==> config.mk <==
export PLATFORM = sky130hd
export DESIGN_NAME = cpu_ctrl_fsm_flat
export DESIGN_NICKNAME = d
export VERILOG_FILES = /design/src/rtl/cpu_ctrl_if.sv /design/src/rtl/cpu_ctrl_fsm.sv /design/src/flat_wrapper.sv
export SDC_FILE = /design/constraint.sdc
export NUM_CORES = 1
export LEC_CHECK = 0
export ABC_AREA = 1
export ABC_CLOCK_PERIOD_IN_PS = 2310
export BUFFER_PORTS_ARGS = -buffer_cell sky130_fd_sc_hd__buf_4
export CORE_ASPECT_RATIO = 1.5
export CORE_UTILIZATION = 51
export CTS_CLUSTER_DIAMETER = 60
export DETAILED_ROUTE_END_ITERATION = 10
export GPL_TIMING_DRIVEN = 0
export PLACE_DENSITY_LB_ADDON = 0.2
export SLEW_MARGIN = 20
export SYNTH_ARGS = -nofsm -noshare
export SYNTH_HDL_FRONTEND = slang
export SYNTH_SLANG_ARGS = --single-unit
==> constraint.sdc <==
create_clock -name clk -period 2.31 [get_ports clk]
set_input_delay 0.1155 -clock clk [delete_from_list [all_inputs] [get_ports clk]]
set_output_delay 0.1155 -clock clk [all_outputs]
set_load 0.05 [all_outputs]
==> src/rtl/cpu_ctrl_if.sv <==
// Bus bundle between the multicycle control unit and its memories/ALU/regfile.
// master = control unit, slave = datapath/memory side.
interface cpu_ctrl_if #(
  parameter int PC_W = 8
);
  logic [PC_W-1:0] imem_addr;
  logic            imem_req;
  logic            imem_ack;
  logic [15:0]     imem_rdata;
  logic [3:0]      rf_ra1;
  logic [3:0]      rf_ra2;
  logic [3:0]      rf_wa;
  logic            rf_we;
  logic            rf_wsel;
  logic            alu_bsel;
  logic [15:0]     imm;
  logic [3:0]      aluctl;
  logic            btaken;
  logic            dmem_req;
  logic            dmem_we;
  logic            dmem_ack;
  logic            halted;

  modport master (
    output imem_addr, imem_req,
    input  imem_ack, imem_rdata,
    output rf_ra1, rf_ra2, rf_wa,
    output rf_we, rf_wsel,
    output alu_bsel, imm, aluctl,
    input  btaken,
    output dmem_req, dmem_we,
    input  dmem_ack,
    output halted
  );

  modport slave (
    input  imem_addr, imem_req,
    output imem_ack, imem_rdata,
    input  rf_ra1, rf_ra2, rf_wa,
    input  rf_we, rf_wsel,
    input  alu_bsel, imm, aluctl,
    output btaken,
    input  dmem_req, dmem_we,
    output dmem_ack,
    input  halted
  );
endinterface

==> src/rtl/cpu_ctrl_fsm.sv <==
// Multicycle control unit: fetch/decode/exec/mem/wb sequencing, owns the PC.
// Ports: clk, rst_n (async active-low), bus (cpu_ctrl_if.master).
module cpu_ctrl_fsm #(
  parameter int          PC_W     = 8,
  parameter int unsigned RESET_PC = 0
) (
  input  logic       clk,
  input  logic       rst_n,
  cpu_ctrl_if.master bus
);

  typedef enum logic [2:0] {
    S_FETCH,
    S_DECODE,
    S_EXEC,
    S_MEM,
    S_WB,
    S_HALT
  } state_t;

  state_t          state_q, state_d;
  logic [PC_W-1:0] pc_q, pc_d;
  logic [15:0]     ir_q, ir_d;

  logic [3:0]      op;
  logic            is_r;
  logic            is_br;
  logic            is_addi;
  logic            is_ld;
  logic            is_st;
  logic            is_halt;
  logic [PC_W-1:0] pc_inc;
  logic [PC_W-1:0] br_off;
  logic [PC_W-1:0] br_tgt;

  assign op      = ir_q[15:12];
  assign is_r    = ~op[3];
  assign is_br   = (op[3:2] == 2'b10);
  assign is_addi = (op == 4'hC);
  assign is_ld   = (op == 4'hD);
  assign is_st   = (op == 4'hE);
  assign is_halt = (op == 4'hF);

  assign pc_inc = pc_q + PC_W'(1);
  assign br_off = {{(PC_W-4){ir_q[3]}}, ir_q[3:0]};
  assign br_tgt = pc_inc + br_off;

  // Register addresses decode from ir at all times; branches and
  // stores move their sources up into the rd field.
  assign bus.rf_ra1 = is_br ? ir_q[11:8] : ir_q[7:4];
  assign bus.rf_ra2 = is_br ? ir_q[7:4]
                    : is_st ? ir_q[11:8]
                    : ir_q[3:0];
  assign bus.rf_wa     = ir_q[11:8];
  assign bus.imm       = {12'h000, ir_q[3:0]};
  assign bus.imem_addr = pc_q;
  assign bus.halted    = (state_q == S_HALT);

  always_ff @(posedge clk or negedge rst_n) begin
    if (!rst_n) begin
      state_q <= S_FETCH;
      pc_q    <= PC_W'(RESET_PC);
      ir_q    <= '0;
    end else begin
      state_q <= state_d;
      pc_q    <= pc_d;
      ir_q    <= ir_d;
    end
  end

  always_comb begin
    state_d      = state_q;
    pc_d         = pc_q;
    ir_d         = ir_q;
    bus.imem_req = 1'b0;
    bus.dmem_req = 1'b0;
    bus.dmem_we  = 1'b0;
    bus.rf_we    = 1'b0;
    bus.rf_wsel  = 1'b0;
    bus.aluctl   = 4'h0;
    bus.alu_bsel = 1'b0;
    unique case (state_q)
      S_FETCH: begin
        // Gated so the request is low while reset is held.
        bus.imem_req = rst_n;
        if (bus.imem_ack) begin
          ir_d    = bus.imem_rdata;
          state_d = S_DECODE;
        end
      end
      S_DECODE: begin
        state_d = is_halt ? S_HALT : S_EXEC;
      end
      S_EXEC: begin
        bus.aluctl   = (is_r | is_br) ? op : 4'h0;
        bus.alu_bsel = is_addi | is_ld | is_st;
        unique case (1'b1)
          is_br: begin
            pc_d    = bus.btaken ? br_tgt : pc_inc;
            state_d = S_FETCH;
          end
          is_ld,
          is_st: state_d = S_MEM;
          default: state_d = S_WB;
        endcase
      end
      S_MEM: begin
        bus.dmem_req = 1'b1;
        bus.dmem_we  = is_st;
        if (bus.dmem_ack) begin
          if (is_st) begin
            pc_d    = pc_inc;
            state_d = S_FETCH;
          end else begin
            state_d = S_WB;
          end
        end
      end
      S_WB: begin
        bus.rf_we   = 1'b1;
        bus.rf_wsel = is_ld;
        pc_d        = pc_inc;
        state_d     = S_FETCH;
      end
      S_HALT: begin
        state_d = S_HALT;
      end
      default: begin
        state_d = S_FETCH;
      end
    endcase
  end

endmodule

==> src/flat_wrapper.sv <==
// flat-port wrapper written by rule: the top's interface ports become plain ports
module cpu_ctrl_fsm_flat 
#(
  parameter int          PC_W     = 8,
  parameter int unsigned RESET_PC = 0
)
  (clk, rst_n, bus_imem_addr, bus_imem_req, bus_imem_ack, bus_imem_rdata, bus_rf_ra1, bus_rf_ra2, bus_rf_wa, bus_rf_we, bus_rf_wsel, bus_alu_bsel, bus_imm, bus_aluctl, bus_btaken, bus_dmem_req, bus_dmem_we, bus_dmem_ack, bus_halted);
  cpu_ctrl_if #(.PC_W(PC_W)) bus_i ();
  input  logic clk;
  input  logic rst_n;
  output wire logic [$bits(bus_i.imem_addr)-1:0] bus_imem_addr;
  output wire logic [$bits(bus_i.imem_req)-1:0] bus_imem_req;
  input wire logic [$bits(bus_i.imem_ack)-1:0] bus_imem_ack;
  input wire logic [$bits(bus_i.imem_rdata)-1:0] bus_imem_rdata;
  output wire logic [$bits(bus_i.rf_ra1)-1:0] bus_rf_ra1;
  output wire logic [$bits(bus_i.rf_ra2)-1:0] bus_rf_ra2;
  output wire logic [$bits(bus_i.rf_wa)-1:0] bus_rf_wa;
  output wire logic [$bits(bus_i.rf_we)-1:0] bus_rf_we;
  output wire logic [$bits(bus_i.rf_wsel)-1:0] bus_rf_wsel;
  output wire logic [$bits(bus_i.alu_bsel)-1:0] bus_alu_bsel;
  output wire logic [$bits(bus_i.imm)-1:0] bus_imm;
  output wire logic [$bits(bus_i.aluctl)-1:0] bus_aluctl;
  input wire logic [$bits(bus_i.btaken)-1:0] bus_btaken;
  output wire logic [$bits(bus_i.dmem_req)-1:0] bus_dmem_req;
  output wire logic [$bits(bus_i.dmem_we)-1:0] bus_dmem_we;
  input wire logic [$bits(bus_i.dmem_ack)-1:0] bus_dmem_ack;
  output wire logic [$bits(bus_i.halted)-1:0] bus_halted;
  assign bus_imem_addr = bus_i.imem_addr;
  assign bus_imem_req = bus_i.imem_req;
  assign bus_i.imem_ack = bus_imem_ack;
  assign bus_i.imem_rdata = bus_imem_rdata;
  assign bus_rf_ra1 = bus_i.rf_ra1;
  assign bus_rf_ra2 = bus_i.rf_ra2;
  assign bus_rf_wa = bus_i.rf_wa;
  assign bus_rf_we = bus_i.rf_we;
  assign bus_rf_wsel = bus_i.rf_wsel;
  assign bus_alu_bsel = bus_i.alu_bsel;
  assign bus_imm = bus_i.imm;
  assign bus_aluctl = bus_i.aluctl;
  assign bus_i.btaken = bus_btaken;
  assign bus_dmem_req = bus_i.dmem_req;
  assign bus_dmem_we = bus_i.dmem_we;
  assign bus_i.dmem_ack = bus_dmem_ack;
  assign bus_halted = bus_i.halted;
  cpu_ctrl_fsm #(.PC_W(PC_W), .RESET_PC(RESET_PC)) u_core (.clk(clk), .rst_n(rst_n), .bus(bus_i));
endmodule
==> summary.txt, run 1 <==
Status
  • Run status: finished clean

Synth
  • Post-Synth Simple-Gate Area: 25.4%
  • Unique cell type count in the Yosys netlist: 34
  • Largest family of logic cells by synthesized area: simple AND/OR/NAND/NOR gates
  • Synthesized cell area: 2010 µm²
  • Synth Register Bits: 27
  • Synth warn: 0
  • Leading register cell type out of synthesis: dfrtp_1
  • Synth Area in XOR/XNOR: 3.93%
  • Asr flop ratio synth: 100%
  • Synth Area in Compound Gates: 9.54%
  • Count of flip-flops with a built-in enable after synthesis: 0
  • Adder-cell share of the synthesized area: 6.61%
  • Sequential element share of the synthesized area: 33.7%
  • Cells after Synth: 262
  • Mux contribution to synthesized area: 6.18%
  • Mean post-synth cell area: 7.66 µm²

Worst setup path
  • Worst path max stage delay: 0.42 ns
  • Reg2Reg Depth: 15
  • Setup CP Type: reg2reg
  • Most common cell on crit path: nand2_1
  • Worst-path cell chain: ha_4, nand3_4, nor3_4, xnor2_2, inv_2, ha_4, nand2_1, nor2_1, nand2_1, nand2_1, nand2_1, nand3_1, nand2_1, nand3_1, nand2_1
  • Worst setup EP type: flop
  • Reg2reg setup slack: 0.14 ns
  • Startpoint Class: flop
  • Worst reg2reg path endpoint: u_core.bus.imem_addr[7]
  • CP arrival: 2.34 ns
  • CP max-delay cell: dfrtp_2
  • R2r startpoint: u_core.bus.imem_addr[1]
  • Max FO, Critical Path: 4
  • Worst Path Required: 2.48 ns

Floorplan
  • Die area: 4190 µm²
  • Die width: 53.2 µm
  • Core area: 3720 µm²
  • Die Y: 78.8 µm
  • FP Rows: 27
  • Top Ports: 68
  • Initial Util: 54.0%

STA
  • FMAX: 462 MHz
  • Setup Skew: 0.00349 ns
  • Fin. max-slew vios: 0
  • Period utilisation layout: 93.7%
  • Setup_tns: 0 ns
  • Final min period: 2.17 ns
  • # setup viols final: 0
  • WHS: 0.0461 ns
  • Final hold vios: 0

Detailed routing
  • DR DRC count: 0
  • DRT iter0 DRCs: 30
  • Wirelength per Cell: 11.9 µm
  • Drt via density: 4.93
  • Vias: 1,880
  • DRT Pass-1 Iters: 4
  • Drt total wl: 4550 µm
  • Routed Antenna Nets: 0

Clocking
  • Clock Sinks: 27
  • H-tree depth: 1
  • CTS Root Cell: clkbuf_8
  • CTS Buffer Depth: 2
  • CTS Buf Count: 3
  • CTS tree: built
  • Worst-Skew Late Latency: 0.27 ns
  • CTS clk-pin slew, worst paths: 0.10 ns

Worst hold path
  • Worst min path class: in2reg
  • Hold Path Sink: u_core.ir_q[11]
  • Hold depth: 2
  • Min-delay src: bus_imem_rdata[11]

Layout
  • Post-route cell area: 2690 µm²
  • Footprint of the multi-input gates: 1160 µm²
  • Share of cells above drive strength 1: 35.5%
  • Fillers: 308
  • Diode count: 0
  • Reg area: 679 µm²
  • Most frequent cells in the layout: buf_4, nand2_1, dfrtp_1
  • Most common cell after layout, fill and taps aside: buf_4
  • Area grow syn2layout: 33.9%
  • NumNets Final: 370

GRT
  • Vias in the first global route: 1,672
  • Initial antenna violation count: 0
  • Overall routing resource usage: 23.1%
  • First-pass GRT wire length: 7210 µm
  • Largest net degree at the start of global routing: 29
  • GRT overflow: 0

Place
  • DP HPWL: 3450 µm
  • Gpl congestion: 0.873
  • Post-DP Area: 2520 µm²
  • Port buffer count: 55

Run
  • Max-cap viol count: 0
synth_stat cells, types with 2 or more instances:
master / number / share of area, %
buf_4: 21 / 7.9
ha_1: 9 / 5.6
o21ai_2: 2 / 0.87
a21oi_1: 11 / 2.7
nand2_1: 66 / 12
nand3_1: 13 / 3.2
a31oi_1: 5 / 1.6
o21ai_1: 7 / 1.7
dfrtp_1: 27 / 34
inv_2: 7 / 1.3
nor2_1: 23 / 4.3
mux2_2: 5 / 2.8
nor3_1: 3 / 0.75
xnor2_1: 3 / 1.3
clkbuf_1: 2 / 0.37
nand3_2: 2 / 1.0
nor2_2: 3 / 0.94
nand4_1: 3 / 0.94
inv_1: 22 / 4.1
mux2_1: 6 / 3.4
o21ai_0: 4 / 1.0
xor2_1: 6 / 2.6
area by class of cell:
| cell class | instances | share of cell area (%) |
|---|---|---|
| plain buffers | 25 | 6.75 |
| clock buffers | 3 | 1.54 |
| clock inverters | 1 | 0.186 |
| inverters | 29 | 4.05 |
| multi-input cells | 192 | 43.0 |
| flip-flops and latches | 27 | 25.3 |
| well taps | 43 | 2.00 |
| repair buffers | 61 | 17.1 |
metal layers:
| layer | vias up | routed length (µm) | global-route usage, % |
|---|---|---|---|
| li1 | 974 | - | - |
| met1 | 852 | 1750 | 26.4 |
| met2 | 48 | 2530 | 41.0 |
| met3 | 6 | 220 | 4.21 |
| met4 | 0 | 51 | 8.16 |
| met5 | - | 0 | 0 |
per-stage QoR:
| stage | utilization, % | cells | setup slack (ns) |
|---|---|---|---|
| floorplan | - | 273 | 0.00716 |
| global placement | 67.7 | 371 | 0.0220 |
| detailed placement | 67.7 | 371 | -0.000815 |
| CTS | 69.6 | 376 | 0.0110 |
| global route | 72.3 | 381 | -0.0334 |
| finish | 72.3 | 381 | 0.145 |
worst max-delay path: cells and delay by family, from the launching register on:
kind / cells / cell delay [ns]
flip-flops: 1 / 0.42
buffers and inverters: 1 / 0.07
XOR/XNOR: 1 / 0.15
AND/OR/NAND/NOR: 11 / 0.99
adder cells (fa/ha/maj): 2 / 0.44
flip-flops by register name, indices dropped and copies added, names as in the netlist:
name and flops:
u_core.state_q 3, u_core.ir_q 16, u_core.bus.imem_addr 8
worst max-delay path by stage:
stage	start	endpoint	slack, ns
6_report	u_core.bus.imem_addr[1]	u_core.bus.imem_addr[7]	0.14
5_1_grt	u_core.bus.imem_addr[1]	u_core.bus.imem_addr[7]	-0.03
4_1_cts	u_core.bus.imem_addr[0]	u_core.bus.imem_addr[7]	0.01
3_5_place_dp	u_core.bus.imem_addr[0]	u_core.bus.imem_addr[7]	-0.0008
3_3_place_gp	u_core.bus.imem_addr[0]	u_core.bus.imem_addr[7]	0.02
2_1_floorplan	u_core.bus.imem_addr[3]	u_core.bus.imem_addr[7]	0.007
cell families after synthesis:
kind of cell             Yosys count
AO/OA/AOI/OAI                     33
flip-flops                        27
buffers and inverters             54
AND/OR/NAND/NOR                  117
multiplexers                      11
other                              1
adder cells (fa/ha/maj)           10
XOR/XNOR                           9
timing repair:
item | CTS | global route
hold endpoints to repair | 27 | 0
gates resized for setup | 2 | 11
setup buffers | 0 | 5
setup endpoints to repair | 1 | 1
hold buffers | 1 | 0
pin swaps | 0 | 8
Power of run 1 is not shown: default switching activity piles up to over one toggle a cycle in this logic, so the estimate is an artifact.
==> run 2: changes to the inputs <==
- CTS_BUF_LIST: unset -> sky130_fd_sc_hd__clkbuf_16
- SKIP_LAST_GASP: unset -> 1
- SLEW_MARGIN: 20 -> unset
==> summary.txt, run 2 (synthesized netlist as in run 1, its figures left out) <==
Worst setup path
  • CP arrival: 2.38 ns (+0.04 ns)
  • Setup CP Type: reg2reg
  • Startpoint Class: flop
  • Reg2reg setup slack: 0.08 ns (-0.06 ns)
  • Worst-path cell chain: ha_4, nand3_4, nor3_4, xnor2_2, inv_2, ha_4, nand2_1, nand2_1, a21oi_2, nand2_1, nand2_2, nand4_1, nand3_1, nand2_1
  • CP max-delay cell: dfrtp_2
  • Worst setup EP type: flop
  • Worst path top cell family by delay: simple AND/OR/NAND/NOR gates
  • WP buf/inv: 1 (unchanged)
  • Most common cell on crit path: nand2_1
  • Worst Path Required: 2.46 ns (-0.02 ns)
  • Max FO, Critical Path: 4 (unchanged)
  • Worst path max stage delay: 0.42 ns (about the same)

Layout
  • Reg area: 679 µm² (unchanged)
  • NumNets Final: 369 (-0.27%)
  • Diode count: 0 (unchanged)
  • Footprint of the multi-input gates: 1170 µm² (+0.87%)
  • Most common cell after layout, fill and taps aside: buf_4
  • Number of flip-flops under the largest register name: 16 (unchanged)
  • Fillers: 302 (-1.9%)
  • Most frequent cells in the layout: buf_4, nand2_1, dfrtp_1
  • Share of cells above drive strength 1: 36.2% (+0.70 points)
  • Area grow syn2layout: 35.7%
  • Final Core Density: 73.3% (+0.98 points)
  • Reg with most FFs: u_core.ir_q

Status
  • Run status: finished clean

GRT
  • Initial antenna violation count: 0 (unchanged)
  • First-pass GRT wire length: 7290 µm (+1.2%)
  • Vias in the first global route: 1,712 (+2.4%)
  • Overall routing resource usage: 23.2% (+0.13 points)
  • Largest net degree at the start of global routing: 29 (unchanged)
  • GRT overflow: 0 (unchanged)

Floorplan
  • Die Y: 78.8 µm (unchanged)
  • Die width: 53.2 µm (unchanged)
  • FP Rows: 27 (unchanged)
  • Initial Util: 54.0% (unchanged)
  • Die area: 4190 µm² (unchanged)
  • Core area: 3720 µm² (unchanged)
  • Top Ports: 68 (unchanged)

Clocking
  • Worst-Skew Late Latency: 0.26 ns (about the same)
  • CTS clk-pin slew, worst paths: 0.07 ns (-0.03 ns)
  • CTS tree: built
  • CTS Root Cell: clkbuf_16
  • CTS Buf Count: 3 (unchanged)
  • Clock Sinks: 27 (unchanged)
  • H-tree depth: 1 (unchanged)
  • CTS Buffer Depth: 2 (unchanged)

Place
  • Dpl ws: -0.000815 ns (unchanged)
  • DP HPWL: 3450 µm (unchanged)
  • Gpl congestion: 0.873 (unchanged)
  • Port buffer count: 55 (unchanged)

Worst hold path
  • Worst min path class: in2reg

STA
  • Final min period: 2.23 ns (+0.0601 ns)
  • Fin. max-slew vios: 0 (unchanged)
  • Final worst slack: 0.0845 ns (-0.0601 ns)
  • # setup viols final: 0 (unchanged)
  • FMAX: 449 MHz (-2.7%)
  • Setup Skew: 0.00468 ns (+0.00119 ns)
  • Final hold vios: 0 (unchanged)
  • Period utilisation layout: 96.3% (+2.6 points)
  • WHS: 0.0592 ns (+0.0131 ns)

Detailed routing
  • Vias: 1,848 (-1.7%)
  • Routed Antenna Nets: 0 (unchanged)
  • DRT iter0 DRCs: 43 (+43%)
  • Wirelength per Cell: 12.3 µm (+3.0%)
  • Drt via density: 4.86 (-1.4%)
  • DRT Pass-1 Iters: 4 (unchanged)
  • Drt total wl: 4670 µm (+2.7%)
  • DR DRC count: 0 (unchanged)

Run
  • Max-cap viol count: 0 (unchanged)
run 2: cell types whose count changed in the layout (fill, tap and decap cells not counted), sizes merged:
cell / previous run / this run
buf: 83 / 82
run 2: layer usage:
layer	GRT usage, %	wire length, µm	vias up
met3	3.26	178	6
met2	41.4	2620	45
met1	26.3	1800	829
met4	9.74	71	0
li1	-	-	968
met5	0	0	-
run 2: area by class of cell:
class	instances	area share, %
plain buffers	25	6.66
clock buffers	3	2.76
clock inverters	1	0.184
inverters	29	4.00
multi-input cells	192	42.8
flip-flops and latches	27	25.0
well taps	43	1.98
repair buffers	60	16.6
run 2: path summary, 6_finish.rpt:
kind,from,to,depth (start not counted)
min reg2reg,u_core.ir_q[4],u_core.ir_q[4],1
max,u_core.bus.imem_addr[0],u_core.bus.imem_addr[7],14
min in group asynchronous,rst_n,u_core.ir_q[12],2
max in group asynchronous,rst_n,u_core.bus.imem_addr[2],2
min,bus_imem_rdata[11],u_core.ir_q[11],2
max reg2reg,u_core.bus.imem_addr[0],u_core.bus.imem_addr[7],14
run 2: stage by stage:
| stage | instance area [µm²] | setup TNS (ns) | instances |
|---|---|---|---|
| global route | 2720 | -0.0352 | 380 |
| CTS | 2620 | 0 | 376 |
| floorplan | 2050 | 0 | 273 |
| detailed placement | 2520 | -0.000815 | 371 |
| finish | 2720 | 0 | 380 |
| global placement | 2520 | 0 | 371 |
run 2: repair_timing:
item / 4_1_cts / 5_1_grt
setup buffers: 0 / 4
pin swaps: 0 / 8
gates resized for setup: 2 / 14
setup endpoints to repair: 1 / 1
hold buffers: 1 / 0
hold endpoints to repair: 27 / 0
Power of run 2 is left out for the same reason.
==> run 3: changes to the inputs <==
- MAX_ROUTING_LAYER: unset -> met4
==> summary.txt, run 3 (synthesized netlist as in run 1, its figures left out) <==
Status
  • Run status: finished clean

Layout
  • Reg with most FFs: u_core.ir_q
  • Diode count: 0 (unchanged)
  • NumNets Final: 369 (unchanged)
  • Number of flip-flops under the largest register name: 16 (unchanged)
  • Area grow syn2layout: 35.7% (unchanged)
  • Share of cells above drive strength 1: 36.2% (unchanged)
  • Most common cell after layout, fill and taps aside: buf_4
  • Final Core Density: 73.3% (unchanged)
  • Most frequent cells in the layout: buf_4, nand2_1, dfrtp_1
  • Finished Layout Cells: 380 (unchanged)

Run
  • Max-cap viol count: 0 (unchanged)

Place
  • Dpl ws: -0.000815 ns (unchanged)
  • Gpl congestion: 0.888 (+1.6%)
  • Dpl cells: 371 (unchanged)
  • DP HPWL: 3450 µm (unchanged)
  • Port buffer count: 55 (unchanged)

Detailed routing
  • DRT Pass-1 Iters: 4 (unchanged)
  • DR DRC count: 0 (unchanged)
  • Vias: 1,863 (+0.81%)
  • Drt total wl: 4670 µm (unchanged)
  • Drt via density: 4.90 (+0.81%)
  • Wirelength per Cell: 12.3 µm (unchanged)
  • DRT iter0 DRCs: 44 (+2.3%)
  • Routed Antenna Nets: 0 (unchanged)

STA
  • Fin. max-slew vios: 0 (unchanged)
  • Final hold vios: 0 (unchanged)
  • Setup Skew: 0.00477 ns (+0.0000887 ns)
  • FMAX: 450 MHz (about the same)
  • Final min period: 2.22 ns (-0.00183 ns)
  • # setup viols final: 0 (unchanged)
  • Period utilisation layout: 96.3% (about the same)
  • Final worst slack: 0.0863 ns (+0.00183 ns)

Worst setup path
  • CP arrival: 2.38 ns (about the same)
  • Worst Path Required: 2.46 ns (about the same)
  • Startpoint Class: flop
  • Max FO, Critical Path: 4 (unchanged)
  • CP startpoint: u_core.bus.imem_addr[0]
  • Worst reg2reg path endpoint: u_core.bus.imem_addr[7]
  • Critical Path End: u_core.bus.imem_addr[7]
  • R2r startpoint: u_core.bus.imem_addr[0]
  • Reg2reg setup slack: 0.09 ns (about the same)
  • Reg2Reg Depth: 14 (unchanged)
  • Worst setup EP type: flop
  • Setup CP Type: reg2reg

Floorplan
  • Core area: 3720 µm² (unchanged)
  • Top Ports: 68 (unchanged)
  • Die width: 53.2 µm (unchanged)
  • Initial Util: 54.0% (unchanged)
  • Die Y: 78.8 µm (unchanged)
  • FP Rows: 27 (unchanged)
  • Die area: 4190 µm² (unchanged)

GRT
  • Overall routing resource usage: 23.8% (+0.61 points)
  • First-pass GRT wire length: 7290 µm (unchanged)
  • GRT overflow: 0 (unchanged)
  • Largest net degree at the start of global routing: 29 (unchanged)
  • Initial antenna violation count: 0 (unchanged)
  • Vias in the first global route: 1,714 (+0.12%)

Clocking
  • Clock Sinks: 27 (unchanged)
  • CTS Buffer Depth: 2 (unchanged)
  • H-tree depth: 1 (unchanged)
  • CTS Root Cell: clkbuf_16
  • Worst-Skew Late Latency: 0.26 ns (about the same)
  • CTS tree: built
  • CTS clk-pin slew, worst paths: 0.07 ns (about the same)
  • CTS Buf Count: 3 (unchanged)

Worst hold path
  • Min-delay src: bus_imem_rdata[11]
  • Worst min path class: in2reg
[run 3: cell counts in the layout (fill, tap and decap cells not counted)]
Identical to the previous run, type by type.
[run 3: worst max-delay path, cell delays in order (launching register included)]
cell,delay [ns]
dfrtp_2,0.42
ha_4,0.17
nand3_4,0.10
nor3_4,0.23
xnor2_2,0.15
inv_2,0.07
ha_4,0.25
nand2_1,0.09
nand2_1,0.09
a21oi_2,0.16
nand2_1,0.09
nand2_2,0.07
nand4_1,0.08
nand3_1,0.09
nand2_1,0.05
[run 3: area by class of cell]
cell class / instances / area (µm²)
sequential: 27 / 679
clock buffer: 3 / 75.1
buffer: 25 / 181
timing repair buffer: 60 / 453
multi-input combinational: 192 / 1170
tap: 43 / 53.8
clock inverter: 1 / 5.00
inverter: 29 / 109
fill: 302 / 993
[run 3: metrics by stage]
step / instance area, µm² / TNS (ns) / hold WS [ns]
after floorplan: 2050 / 0 / -0.180
after global placement: 2520 / 0 / 0.0562
after detailed placement: 2520 / -0.000815 / 0.0571
after CTS: 2620 / 0 / 0.0620
after global routing: 2720 / -0.0352 / 0.0613
final: 2720 / 0 / 0.0593
[run 3: metal layers]
metal | routed length, µm | global-route usage, %
met1 | 1810 | 26.7
met3 | 166 | 2.68
met5 | 0 | -
met2 | 2620 | 41.4
met4 | 71 | 9.74
[run 3: what timing repair did]
item | 4_1_cts | 5_1_grt
hold buffers | 1 | 0
pin swaps | 0 | 8
setup endpoints to repair | 1 | 1
gates resized for setup | 2 | 14
buffers inserted | 0 | 4
hold endpoints to repair | 27 | 0
[run 3: how the worst min path moves through the flow]
stage	end	cells past startpoint
CTS	u_core.ir_q[11]	2
global placement	u_core.ir_q[12]	1
floorplan	u_core.bus.imem_addr[0]	0
finish	u_core.ir_q[11]	2
detailed placement	u_core.ir_q[12]	1
global route	u_core.ir_q[11]	2
Power of run 3 is left out for the same reason.
